===== config.mk =====
export PLATFORM = sky130hd
export DESIGN_NAME = kpad_emulator_flat
export DESIGN_NICKNAME = d
export VERILOG_FILES = /design/src/rtl/kpad_emulator_if.sv /design/src/rtl/kpad_emulator.sv /design/src/flat_wrapper.sv
export SDC_FILE = /design/constraint.sdc
export NUM_CORES = 1
export LEC_CHECK = 0
export BUFFER_PORTS_ARGS = -buffer_cell sky130_fd_sc_hd__buf_2
export CORE_MARGIN = 2
export CORE_UTILIZATION = 60
export DETAILED_ROUTE_END_ITERATION = 8
export GPL_TIMING_DRIVEN = 0
export PLACE_DENSITY = 0.81
export SETUP_SLACK_MARGIN = 0.05
export SYNTH_ARGS = -nofsm -noshare
export SYNTH_HDL_FRONTEND = slang
export SYNTH_SLANG_ARGS = --single-unit
export TNS_END_PERCENT = 5

===== constraint.sdc =====
create_clock -name clk -period 3.5 [get_ports clk]
set_input_delay 0.35 -clock clk [delete_from_list [all_inputs] [get_ports clk]]
set_output_delay 0.35 -clock clk [all_outputs]
set_load 0.005 [all_outputs]

===== src/rtl/kpad_emulator_if.sv =====
// Host key-queue handshake plus scanner row/col contacts for the keypad emulator.
// master = host/scanner side, slave = emulator side.
interface kpad_emulator_if;
   logic       key_valid;
   logic [3:0] key_code;
   logic       key_ready;
   logic [3:0] row;
   logic [3:0] col;
   logic       busy;
   logic       done;

   modport master (
      output key_valid, key_code, row,
      input  key_ready, col, busy, done
   );

   modport slave (
      input  key_valid, key_code, row,
      output key_ready, col, busy, done
   );
endinterface


===== src/rtl/kpad_emulator.sv =====
// Single-key keypad model: press with LFSR chatter, hold, release with chatter,
// then an idle gap, while answering the scanner's row drive on the columns.
//
//   state        | meaning
//   S_IDLE       | waiting for a key code, key_ready high
//   S_BOUNCE_IN  | press chatter, contact follows lfsr[0]
//   S_HOLD       | solid contact
//   S_BOUNCE_OUT | release chatter, contact follows lfsr[0]
//   S_GAP        | contact open; done on the last cycle
module kpad_emulator #(
   parameter int BOUNCE_CYCLES = 8,
   parameter int HOLD_CYCLES   = 1000,
   parameter int GAP_CYCLES    = 200
) (
   input  logic           clk,
   input  logic           reset,
   kpad_emulator_if.slave kp
);
   localparam int MAX_BH  = (BOUNCE_CYCLES > HOLD_CYCLES) ? BOUNCE_CYCLES : HOLD_CYCLES;
   localparam int MAX_CYC = (MAX_BH > GAP_CYCLES) ? MAX_BH : GAP_CYCLES;
   localparam int CW      = $clog2(MAX_CYC + 1);

   // Counters load N-1 on entry and leave the state at terminal count zero.
   localparam logic [CW-1:0] LD_BOUNCE = (BOUNCE_CYCLES > 0) ? CW'(BOUNCE_CYCLES - 1) : '0;
   localparam logic [CW-1:0] LD_HOLD   = CW'(HOLD_CYCLES - 1);
   localparam logic [CW-1:0] LD_GAP    = CW'(GAP_CYCLES - 1);

   typedef enum logic [2:0] {
      S_IDLE,
      S_BOUNCE_IN,
      S_HOLD,
      S_BOUNCE_OUT,
      S_GAP
   } state_t;

   state_t        state, state_nxt;
   logic [CW-1:0] cnt, cnt_nxt;
   logic [7:0]    lfsr;
   logic [3:0]    code;
   logic [3:0]    col_q;
   logic          contact;
   logic          accept;
   logic          cnt_tc;

   assign cnt_tc       = (cnt == '0);
   assign kp.key_ready = (state == S_IDLE) && !reset;
   assign accept       = kp.key_valid && kp.key_ready;
   assign kp.busy      = (state != S_IDLE);
   assign kp.done      = (state == S_GAP) && cnt_tc;
   assign kp.col       = col_q;

   always_comb begin
      state_nxt = state;
      cnt_nxt   = cnt;
      contact   = 1'b0;
      case (state)
         S_IDLE: begin
            if (accept) begin
               if (BOUNCE_CYCLES > 0) begin
                  state_nxt = S_BOUNCE_IN;
                  cnt_nxt   = LD_BOUNCE;
               end else begin
                  state_nxt = S_HOLD;
                  cnt_nxt   = LD_HOLD;
               end
            end
         end
         S_BOUNCE_IN: begin
            contact = lfsr[0];
            if (cnt_tc) begin
               state_nxt = S_HOLD;
               cnt_nxt   = LD_HOLD;
            end else begin
               cnt_nxt = cnt - 1'b1;
            end
         end
         S_HOLD: begin
            contact = 1'b1;
            if (cnt_tc) begin
               if (BOUNCE_CYCLES > 0) begin
                  state_nxt = S_BOUNCE_OUT;
                  cnt_nxt   = LD_BOUNCE;
               end else begin
                  state_nxt = S_GAP;
                  cnt_nxt   = LD_GAP;
               end
            end else begin
               cnt_nxt = cnt - 1'b1;
            end
         end
         S_BOUNCE_OUT: begin
            contact = lfsr[0];
            if (cnt_tc) begin
               state_nxt = S_GAP;
               cnt_nxt   = LD_GAP;
            end else begin
               cnt_nxt = cnt - 1'b1;
            end
         end
         S_GAP: begin
            if (cnt_tc) begin
               state_nxt = S_IDLE;
            end else begin
               cnt_nxt = cnt - 1'b1;
            end
         end
         default: state_nxt = S_IDLE;
      endcase
   end

   // LFSR free-runs in every state so chatter is reproducible from reset alone.
   always_ff @(posedge clk) begin
      if (reset) begin
         state <= S_IDLE;
         cnt   <= '0;
         lfsr  <= 8'hA5;
         code  <= 4'h0;
         col_q <= 4'b0000;
      end else begin
         state <= state_nxt;
         cnt   <= cnt_nxt;
         lfsr  <= {lfsr[6:0], lfsr[7] ^ lfsr[5] ^ lfsr[4] ^ lfsr[3]};
         if (accept) begin
            code <= kp.key_code;
         end
         col_q <= (contact && kp.row[code[3:2]]) ? (4'b0001 << code[1:0]) : 4'b0000;
      end
   end
endmodule


===== src/flat_wrapper.sv =====
// flat-port wrapper written by rule: the top's interface ports become plain ports
module kpad_emulator_flat 
#(
   parameter int BOUNCE_CYCLES = 8,
   parameter int HOLD_CYCLES   = 1000,
   parameter int GAP_CYCLES    = 200
)
  (clk, reset, kp_key_valid, kp_key_code, kp_row, kp_key_ready, kp_col, kp_busy, kp_done);
  kpad_emulator_if kp_i ();
  input  logic clk;
  input  logic reset;
  input wire logic [$bits(kp_i.key_valid)-1:0] kp_key_valid;
  input wire logic [$bits(kp_i.key_code)-1:0] kp_key_code;
  input wire logic [$bits(kp_i.row)-1:0] kp_row;
  output wire logic [$bits(kp_i.key_ready)-1:0] kp_key_ready;
  output wire logic [$bits(kp_i.col)-1:0] kp_col;
  output wire logic [$bits(kp_i.busy)-1:0] kp_busy;
  output wire logic [$bits(kp_i.done)-1:0] kp_done;
  assign kp_i.key_valid = kp_key_valid;
  assign kp_i.key_code = kp_key_code;
  assign kp_i.row = kp_row;
  assign kp_key_ready = kp_i.key_ready;
  assign kp_col = kp_i.col;
  assign kp_busy = kp_i.busy;
  assign kp_done = kp_i.done;
  kpad_emulator #(.BOUNCE_CYCLES(BOUNCE_CYCLES), .HOLD_CYCLES(HOLD_CYCLES), .GAP_CYCLES(GAP_CYCLES)) u_core (.clk(clk), .reset(reset), .kp(kp_i));
endmodule

==> reports/metrics.cfg <==
[yosys]
synthFlopType=dfxtp_1
ys_seq_elements=29
netlist_area_mm2=0.00144
syn_avg_cell_area_um2=8.66
yosysMostFrequentCell=dfxtp_1
ys_async_sr_fraction_pct=0
yosysTopAreaCell=dfxtp_1
synth_cell_type_count=47
synthesis.nets=179
postSynthCellCount=166
synth_seq_area_share_pct=40.4
synth_edf_count=0
synth_top_cell_area_share_pct=40.4
netlist_top_cells_area=dfxtp_1 (40%), nor2_1 (3.9%), a21oi_1 (3.1%)
yosys_warnings=0
yosys-top-cells-count=dfxtp_1 (29), nor2_1 (15), nand2_1 (12), inv_1 (10)

[placed_design]
dp_slack_ns=1.68
dp_hpwl_um=2320
io_buffers=17
routabilityCongestion=0.872

[final_layout]
nets=203
area_growth_pct=14.3
antenna_cells=0
fillers=176
final_layout_size_suffix_gt1_share_pct=21.5

[floorplan]
fp.dieW_um=53.0
start_util_pct=64.4
dieArea_mm2=0.00280
pin_count=18
core_mm2=0.00223
num_rows=17
die_h_um=53.0

[critical_path]
reg2regPathDepth=7
required_ns=3.15
endpoint=kp_done
cp_num_cells=4
startpoint=u_core.cnt[4]
critPathSlowestCell=nor4_4
crit_path_end_kind=primary output
rr_startpoint=u_core.cnt[0]
max_stage_delay_ns=0.52
worst-path-max-fanout=8
regToRegSetupSlack_ns=1.63
crit_chain=nor4_4 > nand3_2 > nor2_1 > buf_2
crit_buf_inv=1
cp-start-kind=flop
arrival_ns=1.82
worstSetupPathType=reg2out
crit_family=simple AND/OR/NAND/NOR gates
reg2reg_to=u_core.cnt[8]

[sta]
rsz0062_at_grt=no
fmax_mhz=460
drv_slew=0
tightest_slew_ns=0.725
slew_headroom_pct=51.2
finalSetupViolCount=0
hold_viol_final=0
finalSetupTns_ns=0
timing.clock.skew_ns=0.00862
post-route-period-util_pct=62.1
fin_ws_ns=1.33
timing.final.crit_period_ns=2.17

[worst_hold_path]
min_path_type=in2reg
holdPathStages=3

[cts]
path_clk_slew_ns=0.09
postCtsSetupRepairBufs=0
cts.repair.resized=0
h-tree-depth=2
cts_buffers=5
cts_sinks=29
ctsHoldBuffers=0
cts_root_buf=clkbuf_4
clock_latency_ns=0.34
clockBufferDepth=2
cts_tree=yes

[detailed_routing]
viasPerCell=6.13
vias=1343
drt_pass1_iterations=4
dr.first_iter.drc_count=57
antenna_left=0
drt-total-wl_um=3230
drc=0
post_drt_wl_per_cell_um=14.7

[pwr]
leakagePower_uw=0.000676
pwr_density_cell_mw_per_mm2=947
vdd_drop_max_mv=0.655

[job]
cap_viol_max_count=0

[global_route]
grt_use_total_pct=28.0
grt_pass1_wl_um=5510
overflow=0
grt_pass1_vias=1237
antenna_found_initial=0
grt_start_max_net_pins=11

[status]
outcome=finished clean

==> sequential cells by signal, indices dropped and copies added (netlist names) <==
name,count
u_core.code,4
u_core.kp.col,4
u_core.lfsr,8
u_core.state,3
u_core.cnt,10
==> layer usage <==
layer / GRT usage, % / up-vias / wire length [um]
li1: - / 649 / -
met1: 33.4 / 625 / 1410
met2: 45.2 / 60 / 1510
met3: 10.2 / 9 / 237
met4: 11.5 / 0 / 68
met5: 0 / - / 0
==> logic make-up after synthesis <==
family	after synthesis	synth area share (%)
AO/OA/AOI/OAI	40	19.8
XOR/XNOR	6	3.66
adder cells (fa/ha/maj)	2	1.74
buffers and inverters	17	5.13
flip-flops	29	40.4
multiplexers	2	2.35
AND/OR/NAND/NOR	70	26.9
==> placed cells by master (no fill, tap or decap), types with 3 or more instances in the layout <==
| cell type | instances |
|---|---|
| dfxtp_1 | 29 |
| buf_2 | 19 |
| nor2_1 | 15 |
| nand2_1 | 12 |
| inv_1 | 10 |
| nand3_1 | 9 |
| a21oi_1 | 9 |
| o21ai_1 | 7 |
| nor3_1 | 6 |
| nor2b_1 | 6 |
| clkbuf_1 | 5 |
| clkbuf_4 | 5 |
| o21ai_0 | 4 |
| or3_1 | 3 |
| nand2b_1 | 3 |
| a31oi_1 | 3 |
| xnor2_1 | 3 |
| xor2_1 | 3 |
| or2_2 | 3 |
==> power breakdown <==
part           internal [uW]  switching [uW]  leakage [uW]  total (uW)
logic                    303             476      0.000392         779
clock network            170             119     0.0000455         289
registers                404            83.0      0.000239         487
total                    878             678      0.000676        1560
==> layout make-up <==
type                       instances  area, um^2  area share [%]
multi-input combinational        120         783            47.7
sequential                        29         581            35.3
timing repair buffer              17        85.1            5.18
clock buffer                       7        55.1            3.35
inverter                          10        37.5            2.28
buffer                             7        36.3            2.21
tap                               28        35.0            2.13
clock inverter                     1        30.0            1.83
==> worst min-delay path, cell delays in order <==
cell and delay [ns]:
buf_2 0.09, inv_1 0.04, o21ai_1 0.05
==> how the worst min path moves through the flow <==
| stage | endpoint | from | slack [ns] |
|---|---|---|---|
| 2_1_floorplan | u_core.lfsr[2] | u_core.lfsr[1] | 0.39 |
| 3_3_place_gp | u_core.lfsr[7] | u_core.lfsr[6] | 0.40 |
| 3_5_place_dp | u_core.lfsr[2] | u_core.lfsr[1] | 0.40 |
| 4_1_cts | u_core.code[0] | kp_key_code[0] | 0.24 |
| 5_1_grt | u_core.code[2] | kp_key_code[2] | 0.24 |
| 6_report | u_core.code[0] | kp_key_code[0] | 0.24 |
==> per-stage QoR <==
stage	power (uW)	cell area [um^2]	hold slack [ns]	util [%]	instances
2_1_floorplan	1080	1440	0.389	-	166
3_3_place_gp	1220	1560	0.396	69.7	211
3_5_place_dp	1250	1560	0.396	69.7	211
4_1_cts	1540	1640	0.241	73.6	219
5_1_grt	1660	1640	0.235	73.6	219
6_report	1560	1640	0.245	73.6	219
(Power assumes the default switching activity.)
